### config.mk
export PLATFORM = sky130hd
export DESIGN_NAME = int_fp_mul_arb
export DESIGN_NICKNAME = d
export VERILOG_FILES = /design/src/rtl/int_fp_mul_arb.sv
export SDC_FILE = /design/constraint.sdc
export NUM_CORES = 1
export LEC_CHECK = 0
export CAP_MARGIN = 15
export CORE_MARGIN = 4
export CORE_UTILIZATION = 40
export DETAILED_ROUTE_END_ITERATION = 8
export PLACE_DENSITY_LB_ADDON = 0.12
export SYNTH_ARGS = -nofsm -noshare
export SYNTH_HDL_FRONTEND = slang
export SYNTH_SLANG_ARGS = --single-unit
### constraint.sdc
create_clock -name clk -period 3.4 [get_ports clk]
set_input_delay 0.51 -clock clk [delete_from_list [all_inputs] [get_ports clk]]
set_output_delay 0.51 -clock clk [all_outputs]
set_load 0.05 [all_outputs]
### src/rtl/int_fp_mul_arb.sv
// Round-robin arbiter/sequencer that time-shares one int_fp_mul among N requesters.
// Operands are held on mul_mode/a/b from accept until the result is captured into the response register.
module int_fp_mul_arb #(
   parameter int N   = 4,
   parameter int IDW = $clog2(N)
) (
   input  logic              clk,
   input  logic              rst,
   input  logic [N-1:0]      req_valid,
   output logic [N-1:0]      req_ready,
   input  logic [N-1:0]      req_mode,
   input  logic [16*N-1:0]   req_a,
   input  logic [16*N-1:0]   req_b,
   output logic              rsp_valid,
   input  logic              rsp_ready,
   output logic [IDW-1:0]    rsp_id,
   output logic [15:0]       rsp_data,
   output logic              mul_rst,
   output logic              mul_mode,
   output logic [15:0]       mul_a,
   output logic [15:0]       mul_b,
   input  logic [15:0]       mul_c
);

   // Handshakes: a transfer happens on a rising edge where valid and ready are both 1;
   // requesters hold valid and payload stable until that edge, ready never waits on anything but state.
   typedef enum logic [1:0] {
      S_IDLE    = 2'd0,
      S_ISSUE   = 2'd1,
      S_EXEC    = 2'd2,
      S_CAPTURE = 2'd3
   } state_t;

   state_t           state_q, state_d;
   logic [IDW-1:0]   last_q, last_d;
   logic [IDW-1:0]   id_q, id_d;
   logic             rsp_valid_q, rsp_valid_d;
   logic [IDW-1:0]   rsp_id_q, rsp_id_d;
   logic [15:0]      rsp_data_q, rsp_data_d;
   logic             mul_mode_q, mul_mode_d;
   logic [15:0]      mul_a_q, mul_a_d;
   logic [15:0]      mul_b_q, mul_b_d;

   logic             gnt_found;
   logic [IDW-1:0]   gnt_idx;
   logic [IDW-1:0]   cand;

   // Scan starts just after the last winner, so the previous winner has lowest priority.
   always_comb begin
      gnt_found = 1'b0;
      gnt_idx   = '0;
      cand      = '0;
      for (int k = 1; k <= N; k++) begin
         cand = IDW'((int'(last_q) + k) % N);
         if (!gnt_found && req_valid[cand]) begin
            gnt_found = 1'b1;
            gnt_idx   = cand;
         end
      end
   end

   always_comb begin
      req_ready = '0;
      if (state_q == S_IDLE && gnt_found && !rst) begin
         req_ready = N'(1) << gnt_idx;
      end
   end

   always_comb begin
      state_d     = state_q;
      last_d      = last_q;
      id_d        = id_q;
      rsp_valid_d = rsp_valid_q;
      rsp_id_d    = rsp_id_q;
      rsp_data_d  = rsp_data_q;
      mul_mode_d  = mul_mode_q;
      mul_a_d     = mul_a_q;
      mul_b_d     = mul_b_q;

      if (rsp_valid_q && rsp_ready) begin
         rsp_valid_d = 1'b0;
      end

      case (state_q)
         S_IDLE: begin
            if (gnt_found) begin
               mul_mode_d = req_mode[gnt_idx];
               mul_a_d    = req_a[16*gnt_idx +: 16];
               mul_b_d    = req_b[16*gnt_idx +: 16];
               id_d       = gnt_idx;
               last_d     = gnt_idx;
               state_d    = S_ISSUE;
            end
         end
         S_ISSUE: state_d = S_EXEC;
         S_EXEC:  state_d = S_CAPTURE;
         S_CAPTURE: begin
            // A consume and a reload on the same edge leave rsp_valid high with the new data.
            if (!rsp_valid_q || rsp_ready) begin
               rsp_data_d  = mul_c;
               rsp_id_d    = id_q;
               rsp_valid_d = 1'b1;
               state_d     = S_IDLE;
            end
         end
         default: state_d = S_IDLE;
      endcase
   end

   always_ff @(posedge clk) begin
      if (rst) begin
         state_q     <= S_IDLE;
         last_q      <= IDW'(N - 1);
         id_q        <= '0;
         rsp_valid_q <= 1'b0;
         rsp_id_q    <= '0;
         rsp_data_q  <= '0;
         mul_mode_q  <= 1'b0;
         mul_a_q     <= '0;
         mul_b_q     <= '0;
      end else begin
         state_q     <= state_d;
         last_q      <= last_d;
         id_q        <= id_d;
         rsp_valid_q <= rsp_valid_d;
         rsp_id_q    <= rsp_id_d;
         rsp_data_q  <= rsp_data_d;
         mul_mode_q  <= mul_mode_d;
         mul_a_q     <= mul_a_d;
         mul_b_q     <= mul_b_d;
      end
   end

   assign mul_rst   = ~rst;
   assign mul_mode  = mul_mode_q;
   assign mul_a     = mul_a_q;
   assign mul_b     = mul_b_q;
   assign rsp_valid = rsp_valid_q;
   assign rsp_id    = rsp_id_q;
   assign rsp_data  = rsp_data_q;

endmodule

Word level (Yosys, flattened, before mapping)

Index checks and enable logic that the tools add are counted.

Register bits after elaboration: 58
Input port bits: 155
Word-level logic and storage cells: 68
Output and inout bits: 57

Equal/unequal tests: 5
Shift-type cells: 3
Reductions and logical operators: 16
Magnitude comparators: 5
Add/subtract/negate cells: 4
Bitwise logic cells: 1
Muxes and demuxes: 25

Operators with widths:

| kind                                                                          | number |
|---|---|
| 64-bit by 7-bit indexed part select with 16-bit output                        | 2 |
| 2-bit by 3-bit less-than comparator with 1-bit output (second input constant) | 5 |
| 1-bit 2-to-1 mux                                                              | 12 |
| 2-bit 2-to-1 mux                                                              | 6 |
| 1-bit binary-select mux with 2-bit select                                     | 5 |
| 2-bit case mux with 4 select lines                                            | 1 |
| 1-bit logical AND                                                             | 6 |
| 2-bit AND reduction                                                           | 3 |
| 1-bit logical NOT                                                             | 5 |
| 2-bit by 1-bit adder with 2-bit output (second input constant)                | 2 |
| 2-bit adder (second input constant)                                           | 2 |
| 2-bit equality test (second input constant)                                   | 2 |
| 4-bit 2-to-1 mux                                                              | 1 |
| 2-bit inequality test (second input constant)                                 | 2 |
| 1-bit by 2-bit left shift with 4-bit output (first input constant)            | 1 |
| 2-bit by 1-bit equality test with 1-bit output (second input constant)        | 1 |
| 2-bit logical NOT                                                             | 1 |
| 1-bit logical OR                                                              | 1 |
| 1-bit inverter                                                                | 1 |

Logic depth before layout (Yosys ltp)

Gate-level depths: netlist (run 1).

Depth after elaboration: 16
Depth in mapped cells: 7
Depth with buffers taken out: 5

Least setup slack after synthesis (run 1)

OpenSTA, ideal clock, no wires.

Kind: input-to-output
From: input port req_valid[2]
To: output port req_ready[3]
Stages on the path: 6
Path slack: 0.438 ns
Data arrival time: 2.452 ns
Path buffers: 2
Cells stage by stage: buf_6 > or2_1 > a21oi_2 > buf_2 > o21ai_0 > nor3_1

Longest elaborated chain between the ends: 15
Elaborated cells between the ends (all ways): 26
Those cells by class: shift: 1; mux: 17; reduce/logical: 8

Ends and longest elaborated chain:

| item                                      | RTL line | text |
|---|---|---|
| start: declaration                        | 9        | `input logic [N-1:0] req_valid,` |
| 1-bit binary-select mux with 2-bit select | 55       | `if (!gnt_found && req_valid[cand]) begin` |
| 1-bit 2-to-1 mux (not written as such)    | 55       |  |
| 1-bit 2-to-1 mux                          | 55       |  |
| 1-bit logical NOT                         | 55       |  |
| 1-bit logical AND                         | 55       |  |
| 1-bit 2-to-1 mux                          | 55       |  |
| 1-bit logical NOT                         | 55       |  |
| 1-bit logical AND                         | 55       |  |
| 1-bit 2-to-1 mux                          | 55       |  |
| 1-bit logical NOT                         | 55       |  |
| 1-bit logical AND                         | 55       |  |
| 1-bit 2-to-1 mux                          | 55       |  |
| 1-bit logical AND (2 in a row)            | 64       | `if (state_q == S_IDLE && gnt_found && !rst) begin` |
| 4-bit 2-to-1 mux (*)                      | 64       |  |
| end: declaration                          | 10       | `output logic [N-1:0] req_ready,` |

Mark *: on every way between the ends. The rest lies on a longest branch, timed or not. The select of a mux whose other input is x is not followed.

Worst setup path after layout (run 1)

From: input port req_valid[2]
To: output port req_ready[0]

The elaborated chain is that of the path after synthesis.

==> results of run 1 <==
==> area by class of cell <==
cell class / count / area share
clock buffer: 11 / 0.02530
clock inverter: 5 / 0.005373
timing repair buffer: 223 / 0.4021
multi-input combinational: 274 / 0.3327
inverter: 6 / 0.004030
sequential: 58 / 0.2077
tap: 102 / 0.02283
==> per-layer routing <==
metal | wire (um) | up-vias | GRT usage
met5 | 0 | - | 0
met2 | 6105 | 214 | 0.4207
met1 | 4826 | 1800 | 0.2910
met4 | 510 | 0 | 0.1282
met3 | 1295 | 35 | 0.08280
li1 | - | 1818 | -
==> cells by family after synthesis <==
| logic type | after synthesis |
|---|---|
| buffers and inverters | 48 |
| DFF | 58 |
| muxes | 2 |
| adders and majority gates | 3 |
| and+or+nand+nor | 97 |
| AOI/OAI and AO/OA | 172 |
==> stage by stage <==
| step | util | instance area, um2 | power (mW) |
|---|---|---|---|
| 3_5_place_dp | 0.6894 | 5410 | 3.380 |
| 5_1_grt | 0.7122 | 5589 | 4.144 |
| 4_1_cts | 0.7113 | 5582 | 3.955 |
| 2_1_floorplan | - | 3272 | 2.604 |
| 6_report | 0.7122 | 5589 | 3.935 |
| 3_3_place_gp | 0.6894 | 5410 | 3.348 |
==> cells in the final DEF, fill, tap and decap left out, types with 2 or more instances in the layout <==
cell             instances
a211oi_1                 2
a21oi_1                 20
a21oi_4                  2
a221oi_1                 4
a221oi_2                29
a31oi_1                 33
and3_1                   3
buf_12                   5
buf_4                   12
clkbuf_8                10
clkdlybuf4s50_1        205
clkinv_2                 3
clkinvlp_4               2
dfxtp_1                 58
ha_1                     3
inv_1                    5
mux2i_1                  2
nand2_1                 72
nand2b_1                 4
nor2_1                   8
nor2b_1                  2
nor3_1                   3
o211ai_1                34
o21ai_0                 36
==> flip-flops by register name (all words and copies together), names as in the netlist <==
name,count
rsp_id,2
state_q,2
last_q,2
rsp_valid,1
mul_b,16
id_q,2
mul_mode,1
rsp_data,16
mul_a,16
==> power by group <==
group	total [mW]	internal (mW)	switching, mW
logic	2.36	0.879	1.48
clock network	0.564	0.281	0.283
registers	1.01	0.889	0.126
==> path summary, 6_finish.rpt <==
check	to	from	slack, ns	cells past startpoint
min	rsp_id[1]	id_q[1]	0.45	2
max	req_ready[0]	req_valid[2]	0.47	5
min reg2reg	rsp_id[1]	id_q[1]	0.45	2
max reg2reg	mul_b[3]	last_q[0]	1.32	5
==> synthesized netlist by cell type (2+ instances only) <==
cell      number  area, um2
a211oi_1       2      15.01
a21oi_1       20      100.1
a21oi_2        2      17.52
a221oi_1       4      35.03
a221oi_2      29      435.4
a31oi_1       33      206.5
and3_1         3      18.77
buf_2          9      45.04
buf_6         11      123.9
clkbuf_1      19      71.32
dfxtp_1       58       1161
ha_1           3      37.54
inv_1          5      18.77
mux2i_1        2      20.02
nand2_1       72      270.3
nand2b_1       4      25.02
nor2_1         8      30.03
nor2b_1        2      12.51
nor3_1         3      15.01
o211ai_1      34      255.2
o21ai_0       36      180.2
==> worst max-delay path: stages <==
cell	delay, ns
clkdlybuf4s50_1	0.64
o21ba_2	0.33
o211ai_4	0.49
and3_1	0.30
buf_12	0.15
==> qor.csv, run 1 <==
metric;value;unit
status;finished, final reports clean;
dpl hpwl;9179;um
syn avg cell area;8.610;um2
GRT Residual Overflow;0;
mux share of post-synthesis cell area;0.006119;
post-synthesis xor/xnor area fraction;0;
Max Slew Vio Count;0;
average wire per standard cell;18.76;um
sequential share of the synthesized area;0.3549;
vias in the first global route;3991;
fraction of layout cells with a size suffix above 1;0.1265;
#FFs+latches synth;58;
Synth Flop Type;dfxtp_1;
Syn Std Cell Area;3272;um2
Synth Instances;380;
row cnt;32;
synth warn;0;
Final Hold Vio Count;0;
# clock sinks;58;
Leak Pwr;1.934;nW
final setup skew;0.007967;ns
clk root buf;clkbuf_8;
Adder-Cell Fraction of Synth Area;0.01147;
pwr/cell area;704.1;nW/um2
# port buffers;211;
library cells used by synthesis;42;
Clk pin slew, worst setup/hold paths;0.07;ns
Critical Path RT;2.89;ns
RSZ-0062 raised after global routing;no;
DIE AREA;9690;um2
register area;1161;um2
Starting Density;0.4169;
setup TNS;0;ns
Fill cells;625;
initial DRC count;179;
VDD IR max;369.7;uV
Post-synth EDFFs;0;
Clock Latency Late Sink;0.33;ns
number of buffers on the longest clock path;2;
GRT Util Overall;0.2531;
Die Width;98.44;um
post-CTS sizing;0;
Post-Route WL;12740;um
Compound-Gate Fraction of Synth Area;0.4184;
Slew @ Worst Pin;0.7033;ns
Arr. time, crit path;2.42;ns
Core Area;7848;um2
f_max;341.7;MHz
Antenna Nets Post-Route;0;
PnR worst setup slack;0.4731;ns
synthesized net count;538;
Worst Setup End Kind;output pin;
CTS tree;done;
Period minus WS final;2.927;ns
max_slew headroom;0.5311;
die height;98.44;um
Setup Fix Bufs, Post-CTS;0;
H-tree depth;3;
Worst Path Max Fanout;15;
Finished Layout Cells;679;
I/O pin cnt;212;
first-pass GRT wire length;19770;um
Final setup viols;0;
initial antenna violation count;0;
FFs w/ async S/R, synth;0;
Num CTS Buffers;9;
Via Count;3867;
drc violations;0;
Worst Hold Class;register to register;
main combinational cell family by area after synthesis;compound AO/OA/AOI/OAI gates;
DR pass1 iterations;4;
Vias/cell;5.695;
simple-gate share of the synthesized area;0.1239;
Max-Cap Viols;0;
area of the multi-input gates;1859;um2
Tcrit/Tclk final;0.8608;
NumNets Final;730;
crit path kind;input pin to output pin;
Layout area overhead;70.82;%
Worst Hold Slack;0.4474;ns
largest net degree at the start of global routing;37;
setup slack at placement;0.4707;ns
crit start category;input pin;
ant diodes;0;
CTS Hold Buffers Added;0;
global placement routability congestion;0.8782;
placed cells;662;
Power figures use the tool's default switching activity.
==> run 2: changes to the inputs <==
--- a/config.mk
+++ b/config.mk
@@ -7,8 +7,9 @@
 export LEC_CHECK = 0
 export CAP_MARGIN = 15
 export CORE_MARGIN = 4
-export CORE_UTILIZATION = 40
+export CORE_UTILIZATION = 37
 export DETAILED_ROUTE_END_ITERATION = 8
+export HOLD_SLACK_MARGIN = 0.15
 export PLACE_DENSITY_LB_ADDON = 0.12
 export SYNTH_ARGS = -nofsm -noshare
 export SYNTH_HDL_FRONTEND = slang
==> constraint.sdc (replaced) <==
create_clock -name clk -period 3.1 [get_ports clk]
set_input_delay 0.465 -clock clk [delete_from_list [all_inputs] [get_ports clk]]
set_output_delay 0.465 -clock clk [all_outputs]
set_load 0.05 [all_outputs]
==> qor.csv, run 2 (same netlist as run 1, synthesis figures left out) <==
metric;value;unit
CTS Hold Buffers Added;0;
GRT Util Overall;0.2289;
register area;1161;um2
Fill cells;745;
final core occ;0.6497;
Layout area overhead;72.31;%
Period minus WS final;2.652;ns
most common cell after layout, fill and taps aside;clkdlybuf4s50_1;
f_max;377.1;MHz
final setup skew;0.01139;ns
setup TNS;0;ns
Die Width;102.0;um
Max Slew Vio Count;0;
H-tree depth;3;
fraction of layout cells with a size suffix above 1;0.1328;
# port buffers;211;
max_slew headroom;0.5546;
DR pass1 iterations;4;
crit path kind;input pin to output pin;
Num CTS Buffers;9;
number of buffers on the longest clock path;2;
Clock Latency Late Sink;0.33;ns
Setup Fix Bufs, Post-CTS;0;
WHS Endpoint;rsp_data[6];
R2R depth;6;
Metal-1 WL;4717;um
Slowest-stage cell, CP;clkdlybuf4s50_1;
vias in the first global route;3699;
FF-to-FF setup slack;1.23;ns
DIE AREA;10410;um2
Leak Pwr;1.962;nW
HP Start;rsp_data[6];
dpl hpwl;8951;um
area of the multi-input gates;1852;um2
average wire per standard cell;17.87;um
most frequent cells in the layout;clkdlybuf4s50_1, nand2_1, dfxtp_1;
initial antenna violation count;0;
Max Used Layer;met4;
# clock sinks;58;
drc violations;0;
GRT Residual Overflow;0;
status;finished, final reports clean;
Via Count;3751;
Reg-to-Reg Start;state_q[0];
CP max stage delay;0.62;ns
Power, Total;4.397;mW
Tcrit/Tclk final;0.8555;
initial DRC count;114;
Worst Setup End Kind;output pin;
Critical Path RT;2.63;ns
post-CTS sizing;0;
placed cells;671;
largest net degree at the start of global routing;34;
hold depth;2;
die height;102.0;um
first-pass GRT wire length;18670;um
Max-Cap Viols;0;
crit-path cells;clkdlybuf4s50_1 > or2_1 > a21oi_4 > o21ai_0 > nor3_1 > buf_12;
crit start category;input pin;
Antenna Nets Post-Route;0;
ant diodes;0;
Vias/cell;5.452;
VDD IR max;401.7;uV
RSZ-0062 raised after global routing;no;
Finished Layout Cells;688;
row cnt;34;
global placement routability congestion;0.8137;
I/O pin cnt;212;
Worst Path Max Fanout;10;
met2 wire length;6013;um
Worst Hold Class;register to register;
WL met3;1252;um
Final Hold Vio Count;0;
Starting Density;0.3770;
Clk pin slew, worst setup/hold paths;0.08;ns
Arr. time, crit path;2.19;ns
Final setup viols;0;
pwr/cell area;779.9;nW/um2
Post-Route WL;12300;um
Core Area;8678;um2
reg2reg end;mul_b[5];
Worst Hold Slack;0.4544;ns
NumNets Final;733;
Slew @ Worst Pin;0.6681;ns
clk root buf;clkbuf_8;
CTS tree;done;
## run 2: worst max path at each step
stage                       startpoint            to  slack [ns]  cells past startpoint
after global placement    req_valid[2]  req_ready[3]        0.47                      6
after global routing      req_valid[2]  req_ready[3]        0.34                      6
after floorplan           req_valid[2]  req_ready[3]        0.23                      6
final                     req_valid[2]  req_ready[3]        0.45                      6
after detailed placement  req_valid[2]  req_ready[3]        0.45                      6
after CTS                 req_valid[2]  req_ready[3]        0.46                      6
## run 2: layout make-up
cell class / instances / share of cell area
Inverter: 6 / 0.003995
Multi-Input combinational cell: 274 / 0.3285
Clock buffer: 9 / 0.02197
Clock inverter: 7 / 0.01243
Sequential cell: 58 / 0.2059
Tap cell: 108 / 0.02397
Timing Repair Buffer: 226 / 0.4032
## run 2: metrics by stage
step	worst slack, ns	cell area (um2)
after detailed placement	0.4467	5433
after global placement	0.4691	5433
after global routing	0.3370	5638
final	0.4480	5638
after CTS	0.4555	5627
after floorplan	0.2277	3272
## run 2: worst max-delay path, delay by kind of cell
kind	cells	cell delay, ns
AO/OA/AOI/OAI	2	0.24
buffers and inverters	2	0.81
AND/OR/NAND/NOR	2	0.67
## run 2: power by group
group / internal [mW] / total [mW] / switching [mW]
Combinational: 0.982 / 2.60 / 1.62
Clock: 0.369 / 0.683 / 0.314
Sequential: 0.975 / 1.11 / 0.137
Total: 2.33 / 4.40 / 2.07
## run 2: per-layer routing
metal,vias up,GRT usage
met2,182,0.3783
met1,1723,0.2761
met4,0,0.09384
met5,-,0
met3,24,0.07167
li1,1822,-
